### config.mk
export PLATFORM = sky130hd
export DESIGN_NAME = alu_arbiter
export DESIGN_NICKNAME = d
export VERILOG_FILES = /design/src/rtl/alu_arbiter.sv
export SDC_FILE = /design/constraint.sdc
export NUM_CORES = 1
export LEC_CHECK = 0
export BUFFER_PORTS_ARGS = -buffer_cell sky130_fd_sc_hd__buf_2
export CAP_MARGIN = 20
export CORE_AREA = 2 2 120 122
export CTS_BUF_LIST = sky130_fd_sc_hd__clkbuf_8
export DETAILED_ROUTE_END_ITERATION = 12
export DIE_AREA = 0 0 122 124
export GPL_ROUTABILITY_DRIVEN = 0
export MAX_ROUTING_LAYER = met4
export PLACE_DENSITY = 0.69
export SYNTH_ARGS = -nofsm -noshare
export SYNTH_HDL_FRONTEND = slang
export SYNTH_SLANG_ARGS = --single-unit
### constraint.sdc
create_clock -name clk -period 3.87 [get_ports clk]
set_input_delay 1.161 -clock clk [delete_from_list [all_inputs] [get_ports clk]]
set_output_delay 1.161 -clock clk [all_outputs]
set_load 0.01 [all_outputs]
### src/rtl/alu_arbiter.sv
// Round-robin arbiter that time-shares one external combinational ALU between two requesters.
// Optional ALU_ARB_STATS_EN adds saturating per-requester grant counters (grant_cnt0/grant_cnt1).
module alu_arbiter #(
   parameter int unsigned WIDTH = 32,
   parameter int unsigned OPW   = 3
) (
   input  logic             clk,
   input  logic             rst_n,
   input  logic [1:0]       req_valid,
   output logic [1:0]       req_ready,
   input  logic [OPW-1:0]   req0_op,
   input  logic [WIDTH-1:0] req0_a,
   input  logic [WIDTH-1:0] req0_b,
   input  logic [OPW-1:0]   req1_op,
   input  logic [WIDTH-1:0] req1_a,
   input  logic [WIDTH-1:0] req1_b,
   output logic [OPW-1:0]   alu_op,
   output logic [WIDTH-1:0] alu_a,
   output logic [WIDTH-1:0] alu_b,
   input  logic [WIDTH-1:0] alu_y,
   output logic             rsp_valid,
   input  logic             rsp_ready,
   output logic             rsp_id,
   output logic [WIDTH-1:0] rsp_y
`ifdef ALU_ARB_STATS_EN
   ,
   output logic [15:0]      grant_cnt0,
   output logic [15:0]      grant_cnt1
`endif
);

   typedef enum logic [1:0] {
      IDLE = 2'd0,
      EXEC = 2'd1,
      RESP = 2'd2
   } state_t;

   state_t state;
   logic   rr_ptr;
   logic   cur_id;
   logic   grant_vld;
   logic   grant_id;

   // Grant selection; only meaningful in IDLE, so a grant always implies a handshake.
   always_comb begin
      grant_vld = 1'b0;
      grant_id  = 1'b0;
      req_ready = 2'b00;
      if (state == IDLE) begin
         unique case (req_valid)
            2'b01:   begin grant_vld = 1'b1; grant_id = 1'b0;   end
            2'b10:   begin grant_vld = 1'b1; grant_id = 1'b1;   end
            2'b11:   begin grant_vld = 1'b1; grant_id = rr_ptr; end
            default: begin grant_vld = 1'b0; grant_id = 1'b0;   end
         endcase
      end
      if (grant_vld) begin
         req_ready[grant_id] = 1'b1;
      end
   end

   // Control FSM with registered ALU drive and response outputs.
   always_ff @(posedge clk or negedge rst_n) begin
      if (!rst_n) begin
         state     <= IDLE;
         rr_ptr    <= 1'b0;
         cur_id    <= 1'b0;
         alu_op    <= '0;
         alu_a     <= '0;
         alu_b     <= '0;
         rsp_valid <= 1'b0;
         rsp_id    <= 1'b0;
         rsp_y     <= '0;
      end else begin
         unique case (state)
            IDLE: begin
               if (grant_vld) begin
                  alu_op <= grant_id ? req1_op : req0_op;
                  alu_a  <= grant_id ? req1_a  : req0_a;
                  alu_b  <= grant_id ? req1_b  : req0_b;
                  cur_id <= grant_id;
                  rr_ptr <= ~grant_id;
                  state  <= EXEC;
               end
            end
            EXEC: begin
               rsp_y     <= alu_y;
               rsp_id    <= cur_id;
               rsp_valid <= 1'b1;
               state     <= RESP;
            end
            RESP: begin
               if (rsp_ready) begin
                  rsp_valid <= 1'b0;
                  state     <= IDLE;
               end
            end
            default: begin
               rsp_valid <= 1'b0;
               state     <= IDLE;
            end
         endcase
      end
   end

`ifdef ALU_ARB_STATS_EN
   localparam logic [15:0] CNT_MAX = 16'hFFFF;

   // Saturating grant counters, bumped on each request handshake.
   always_ff @(posedge clk or negedge rst_n) begin
      if (!rst_n) begin
         grant_cnt0 <= '0;
         grant_cnt1 <= '0;
      end else if (grant_vld) begin
         if (!grant_id && grant_cnt0 != CNT_MAX) begin
            grant_cnt0 <= grant_cnt0 + 16'(1);
         end
         if (grant_id && grant_cnt1 != CNT_MAX) begin
            grant_cnt1 <= grant_cnt1 + 16'(1);
         end
      end
   end
`endif

endmodule

==> results.sh, run 1 <==
export IMPL_detailedPlace_worstSlack_ps=632
export IMPL_synth_area_leaders="dfrtp_1, o311ai_1, nand4_1, mux2_2, o21ai_0"
export IMPL_cts_repair_timing_setup_buffer_count=0
export IMPL_htree_levels=3
export IMPL_holdPathStages=1
export IMPL_final_fill_count=1336
export IMPL_crit_path_start_kind="primary input"
export IMPL_post_cts_resized_instances=0
export IMPL_tns_ps=0
export IMPL_syn2layout_area_growth_pct=33.9
export IMPL_crit_reg2reg_launch="state[0]"
export IMPL_largest_family_of_logic_cells_by_synthesized_area="compound AO/OA/AOI/OAI gates"
export IMPL_finalInstanceArea_mm2=0.00668
export IMPL_die_area_mm2=0.0151
export IMPL_root_buffer="clkbuf_8"
export IMPL_hold_slack_ps=486
export IMPL_pre_repair_dr_iteration_count=5
export IMPL_synth_simple_area_share=0.0938
export IMPL_ir_worst_vdd_mv=0.393
export IMPL_yosys_warnings=0
export IMPL_clk_pin_slew_ps=110
export IMPL_initial_utilization=0.364
export IMPL_synthesis_area_per_instance_um2=10.4
export IMPL_synth_adder_area_share=0
export IMPL_grt_pass1_vias=4574
export IMPL_wl_per_cell_um=17.7
export IMPL_leading_cell_types_in_the_layout_fill_and_taps_excluded="buf_2, dfrtp_1, inv_1"
export IMPL_dp_cells=888
export IMPL_placementRows=43
export IMPL_post_synth_mux_area_share=0.0745
export IMPL_synth_net_count=650
export IMPL_rsz0062_at_grt="false"
export IMPL_post_cts_hold_buffer_count=0
export IMPL_worst_pin_slew_ps=885
export IMPL_mostFrequentLayoutCell="buf_2"
export IMPL_post_synth_instance_area_mm2=0.00499
export IMPL_cellLeakagePower_nw=3.30
export IMPL_min_delay_start="rsp_valid"
export IMPL_antenna_found_initial=0
export IMPL_dpl_cell_area_mm2=0.00647
export IMPL_grt_max_degree=71
export IMPL_route_detailed_vias_per_inst=5.43
export IMPL_chipWidth_um=122
export IMPL_endpoint_kind="output pin"
export IMPL_place_detailed_hpwl_um=10600
export IMPL_finalHoldViolations=0
export IMPL_final_setup_violation_count=0
export IMPL_drt_iter0_markers=376
export IMPL_yosysUniqueCellTypes=20
export IMPL_clock_tree_from_tritoncts="yes"
export IMPL_reg2regPathDepth=4
export IMPL_final_max_slew_viol_count=0
export IMPL_critical_path_startpoint="req_valid[1]"
export IMPL_netlist_instances=479
export IMPL_cp_max_fo=18
export IMPL_power_mw=5.26
export IMPL_grt_pass1_wl_um=24100
export IMPL_outcome="completed"
export IMPL_critPathRequiredTime_ps=2710
export IMPL_post_synth_xor_area_fraction=0
export IMPL_final_period_minus_worst_setup_slack_ps=3230
export IMPL_postLayoutSetupSlackWorst_ps=635
export IMPL_period_utilisation_layout=0.836
export IMPL_final_nets=891
export IMPL_synth_seq_area_share=0.526
export IMPL_crit_type="primary input to output pin"
export IMPL_drive_above_1_share=0.481
export IMPL_fmax_mhz=309
export IMPL_reg_to_reg_setup_timing_slack_ps=1450
export IMPL_cts_made_buffers=9
export IMPL_global_route_usage_total=0.210
export IMPL_worst_hold_path_type="flip-flop to flip-flop"
export IMPL_drv_cap=0
export IMPL_post_synth_top_area_fraction=0.526
export IMPL_stdcell_count=905
export IMPL_drc=0
export IMPL_synth_ff_latch_count=105
export IMPL_cp_data_arrival_time_ps=2070
export IMPL_post_route_util=0.487
export IMPL_power_density_cell_area_mw_per_mm2=788
export IMPL_clock_sink_count=105
export IMPL_design_portCount=274
export IMPL_worst_skew_pair_late_latency_ps=380
export IMPL_placement_io_buffers=273
export IMPL_drt_total_wl_um=16000
export IMPL_max_slew_margin_rel=0.410
export IMPL_core_area_mm2=0.0137
export IMPL_postRouteAntennaNets=0
export IMPL_clk_path_buf_depth=2
export IMPL_antenna_cells=0
export IMPL_chipHeight_um=124
export IMPL_timing_clock_skew_ps=10.1
export IMPL_yosys_area_top_type="dfrtp_1"
export IMPL_overflow=0
export IMPL_dr_total_vias=4913
export IMPL_synth_compound_area_share=0.205
## where the power goes
group	internal, mW	switching (mW)	total (mW)
Clock	0.248	0.424	0.672
Sequential	1.67	0.271	1.94
Combinational	1.12	1.53	2.65
## critical path, stage by stage
cell	delay, ps
buf_2	250
buf_4	280
and3_2	240
buf_2	140
## per-layer routing
metal,global-route usage,routed length (um)
met4,0.0718,259
met3,0.0339,1170
met2,0.337,7860
met5,-,0
met1,0.272,6690
## area by class of cell
class / count / area, um2 / share of cell area
clock buffers: 9 / 124 / 0.0185
clock inverters: 7 / 66.3 / 0.00992
inverters: 68 / 255 / 0.0382
multi-input cells: 250 / 1890 / 0.283
flip-flops and latches: 105 / 2630 / 0.393
well taps: 180 / 225 / 0.0337
repair buffers: 286 / 1490 / 0.223
## registers in the layout, indices dropped and copies added (netlist names)
register / flops
alu_a: 32
rsp_valid: 1
alu_b: 32
state: 2
cur_id: 1
rsp_id: 1
rr_ptr: 1
alu_op: 3
rsp_y: 32
## cells in the mapped netlist
cell type	count
o21ai_0	67
o21ai_1	4
nand2b_1	1
nor2_1	3
and2_1	1
o311ai_1	59
mux2_2	33
or2_1	1
clkbuf_1	39
inv_1	68
buf_6	2
and3_1	1
nor2b_1	1
dfrtp_1	105
a21o_1	2
nor2_2	1
o311ai_2	8
o21a_1	1
nand4_1	67
buf_2	15
## worst paths after layout
check	endpoint
min	rsp_valid
min reg2reg	rsp_valid
min in group asynchronous	alu_a[17]
max	req_ready[1]
max in group asynchronous	state[0]
max reg2reg	alu_b[11]
## cell families (layout without fill, tap and decap cells)
group           Yosys count  after routing
mux                      33             33
simple gates             76             76
buf+inv                 124            370
compound gates          141            141
flops                   105            105
No activity file was read; power rests on OpenSTA's default activity.
==> run 2: changes to the inputs <==
==> constraint.sdc (replaced) <==
create_clock -name clk -period 3.3 [get_ports clk]
set_input_delay 0.99 -clock clk [delete_from_list [all_inputs] [get_ports clk]]
set_output_delay 0.99 -clock clk [all_outputs]
set_load 0.01 [all_outputs]
==> results.sh, run 2 (synthesized netlist as in run 1, its figures left out) <==
export IMPL_min_delay_start="rsp_valid"
export IMPL_pre_repair_dr_iteration_count=4
export IMPL_clk_pin_slew_ps=100
export IMPL_crit_reg2reg_capture="alu_b[31]"
export IMPL_global_route_usage_total=0.205
export IMPL_reg_to_reg_setup_timing_slack_ps=1330
export IMPL_syn2layout_area_growth_pct=33.6
export IMPL_drt_total_wl_um=15400
export IMPL_worst_hold_path_type="flip-flop to flip-flop"
export IMPL_placement_io_buffers=273
export IMPL_sequential_cell_area_mm2=0.00263
export IMPL_cp_data_arrival_time_ps=1680
export IMPL_max_slew_margin_rel=0.426
export IMPL_tns_ps=0
export IMPL_largest_registers="alu_a: 32 flops, alu_b: 32 flops, rsp_y: 32 flops"
export IMPL_outcome="completed"
export IMPL_timing_clock_skew_ps=9.43
export IMPL_clock_sink_count=105
export IMPL_final_period_minus_worst_setup_slack_ps=2670
export IMPL_crit_type="flip-flop to output pin"
export IMPL_critPathRequiredTime_ps=2310
export IMPL_grt_pass1_wl_um=23600
export IMPL_crit_path_start_kind="flip-flop"
export IMPL_final_nets=892
export IMPL_route_detailed_vias_per_inst=5.31
export IMPL_reg2regPathDepth=5
export IMPL_hold_slack_ps=485
export IMPL_chipWidth_um=122
export IMPL_ir_worst_vdd_mv=0.483
export IMPL_overflow=0
export IMPL_drt_iter0_markers=274
export IMPL_endpoint_kind="output pin"
export IMPL_cp_cell_sequence="nor2_4, buf_4, o21ai_4, nor2_1, buf_2"
export IMPL_multiInputGateArea_mm2=0.00189
export IMPL_final_setup_violation_count=0
export IMPL_placementRows=43
export IMPL_period_utilisation_layout=0.808
export IMPL_drv_cap=0
export IMPL_grt_max_degree=71
export IMPL_leading_cell_types_in_the_layout_fill_and_taps_excluded="buf_2, dfrtp_1, inv_1"
export IMPL_design_portCount=274
export IMPL_worst_skew_pair_late_latency_ps=380
export IMPL_power_mw=6.10
export IMPL_cellLeakagePower_nw=3.29
export IMPL_initial_utilization=0.364
export IMPL_final_fill_count=1362
export IMPL_dr_total_vias=4812
export IMPL_root_buffer="clkbuf_8"
export IMPL_drive_above_1_share=0.482
export IMPL_die_area_mm2=0.0151
export IMPL_drc=0
export IMPL_grt_pass1_vias=4541
export IMPL_postRouteAntennaNets=0
export IMPL_antenna_found_initial=1
export IMPL_finalHoldViolations=0
export IMPL_post_cts_hold_buffer_count=0
export IMPL_final_max_slew_viol_count=0
export IMPL_power_density_cell_area_mw_per_mm2=915
export IMPL_clock_tree_from_tritoncts="yes"
export IMPL_htree_levels=3
export IMPL_slowest_delay_ps=460
export IMPL_cts_made_buffers=9
export IMPL_fmax_mhz=375
export IMPL_critical_path_startpoint="state[0]"
export IMPL_chipHeight_um=124
export IMPL_clk_path_buf_depth=2
export IMPL_cp_max_fo=29
export IMPL_critical_path_endpoint="req_ready[0]"
export IMPL_rsz0062_at_grt="false"
export IMPL_core_area_mm2=0.0137
export IMPL_cts_repair_timing_setup_buffer_count=0
export IMPL_place_detailed_hpwl_um=10600
export IMPL_mostFrequentLayoutCell="buf_2"
export IMPL_wl_per_cell_um=16.9
export IMPL_post_cts_resized_instances=0
export IMPL_worst_pin_slew_ps=861
export IMPL_cpMaxStageDelayCell="dfrtp_1"
export IMPL_crit_reg2reg_launch="state[0]"
## run 2: cell count changes in the layout (fill, tap and decap cells not counted), sizes merged
cell,delta
buf,+1
clkinv,-1
clkinvlp,+1
diode,+1
## run 2: per-layer routing
metal,routed length (um),part of all wire,up-vias,global-route usage
met4,300,0.020,0,0.0848
met5,0,0,-,-
met3,1190,0.078,23,0.0371
li1,-,-,2267,-
met2,7390,0.48,219,0.312
met1,6490,0.42,2303,0.272
## run 2: worst min-delay path by stage
stage,to,cells past startpoint
final,rsp_valid,1
after detailed placement,cur_id,1
after global routing,cur_id,1
after CTS,cur_id,1
after global placement,cur_id,1
after floorplan,cur_id,1
## run 2: area by class of cell
cell class	instances	area share
Clock buffer	9	0.0186
Tap cell	180	0.0338
Clock inverter	7	0.00825
Antenna cell	1	0.000375
Sequential cell	105	0.394
Inverter	68	0.0383
Timing Repair Buffer	287	0.223
Multi-Input combinational cell	250	0.284
## run 2: critical path, delay by kind of cell, from the launching register on
family | cells | cell delay, ps
DFF | 1 | 460
buffers and inverters | 2 | 480
AOI/OAI and AO/OA | 1 | 100
and+or+nand+nor | 2 | 260
## run 2: power breakdown
group	internal, mW	switching (mW)	total [mW]
logic	1.30	1.77	3.08
clock network	0.282	0.480	0.762
registers	1.96	0.309	2.27
## run 2: metrics by stage
step / cell area (um2) / std cells / setup WS, ps / utilization
global route: 6670 / 907 / 522 / 0.486
CTS: 6670 / 906 / 578 / 0.486
detailed placement: 6490 / 890 / 661 / 0.473
floorplan: 4990 / 479 / 474 / -
global placement: 6490 / 890 / 673 / 0.473
finish: 6670 / 907 / 632 / 0.486
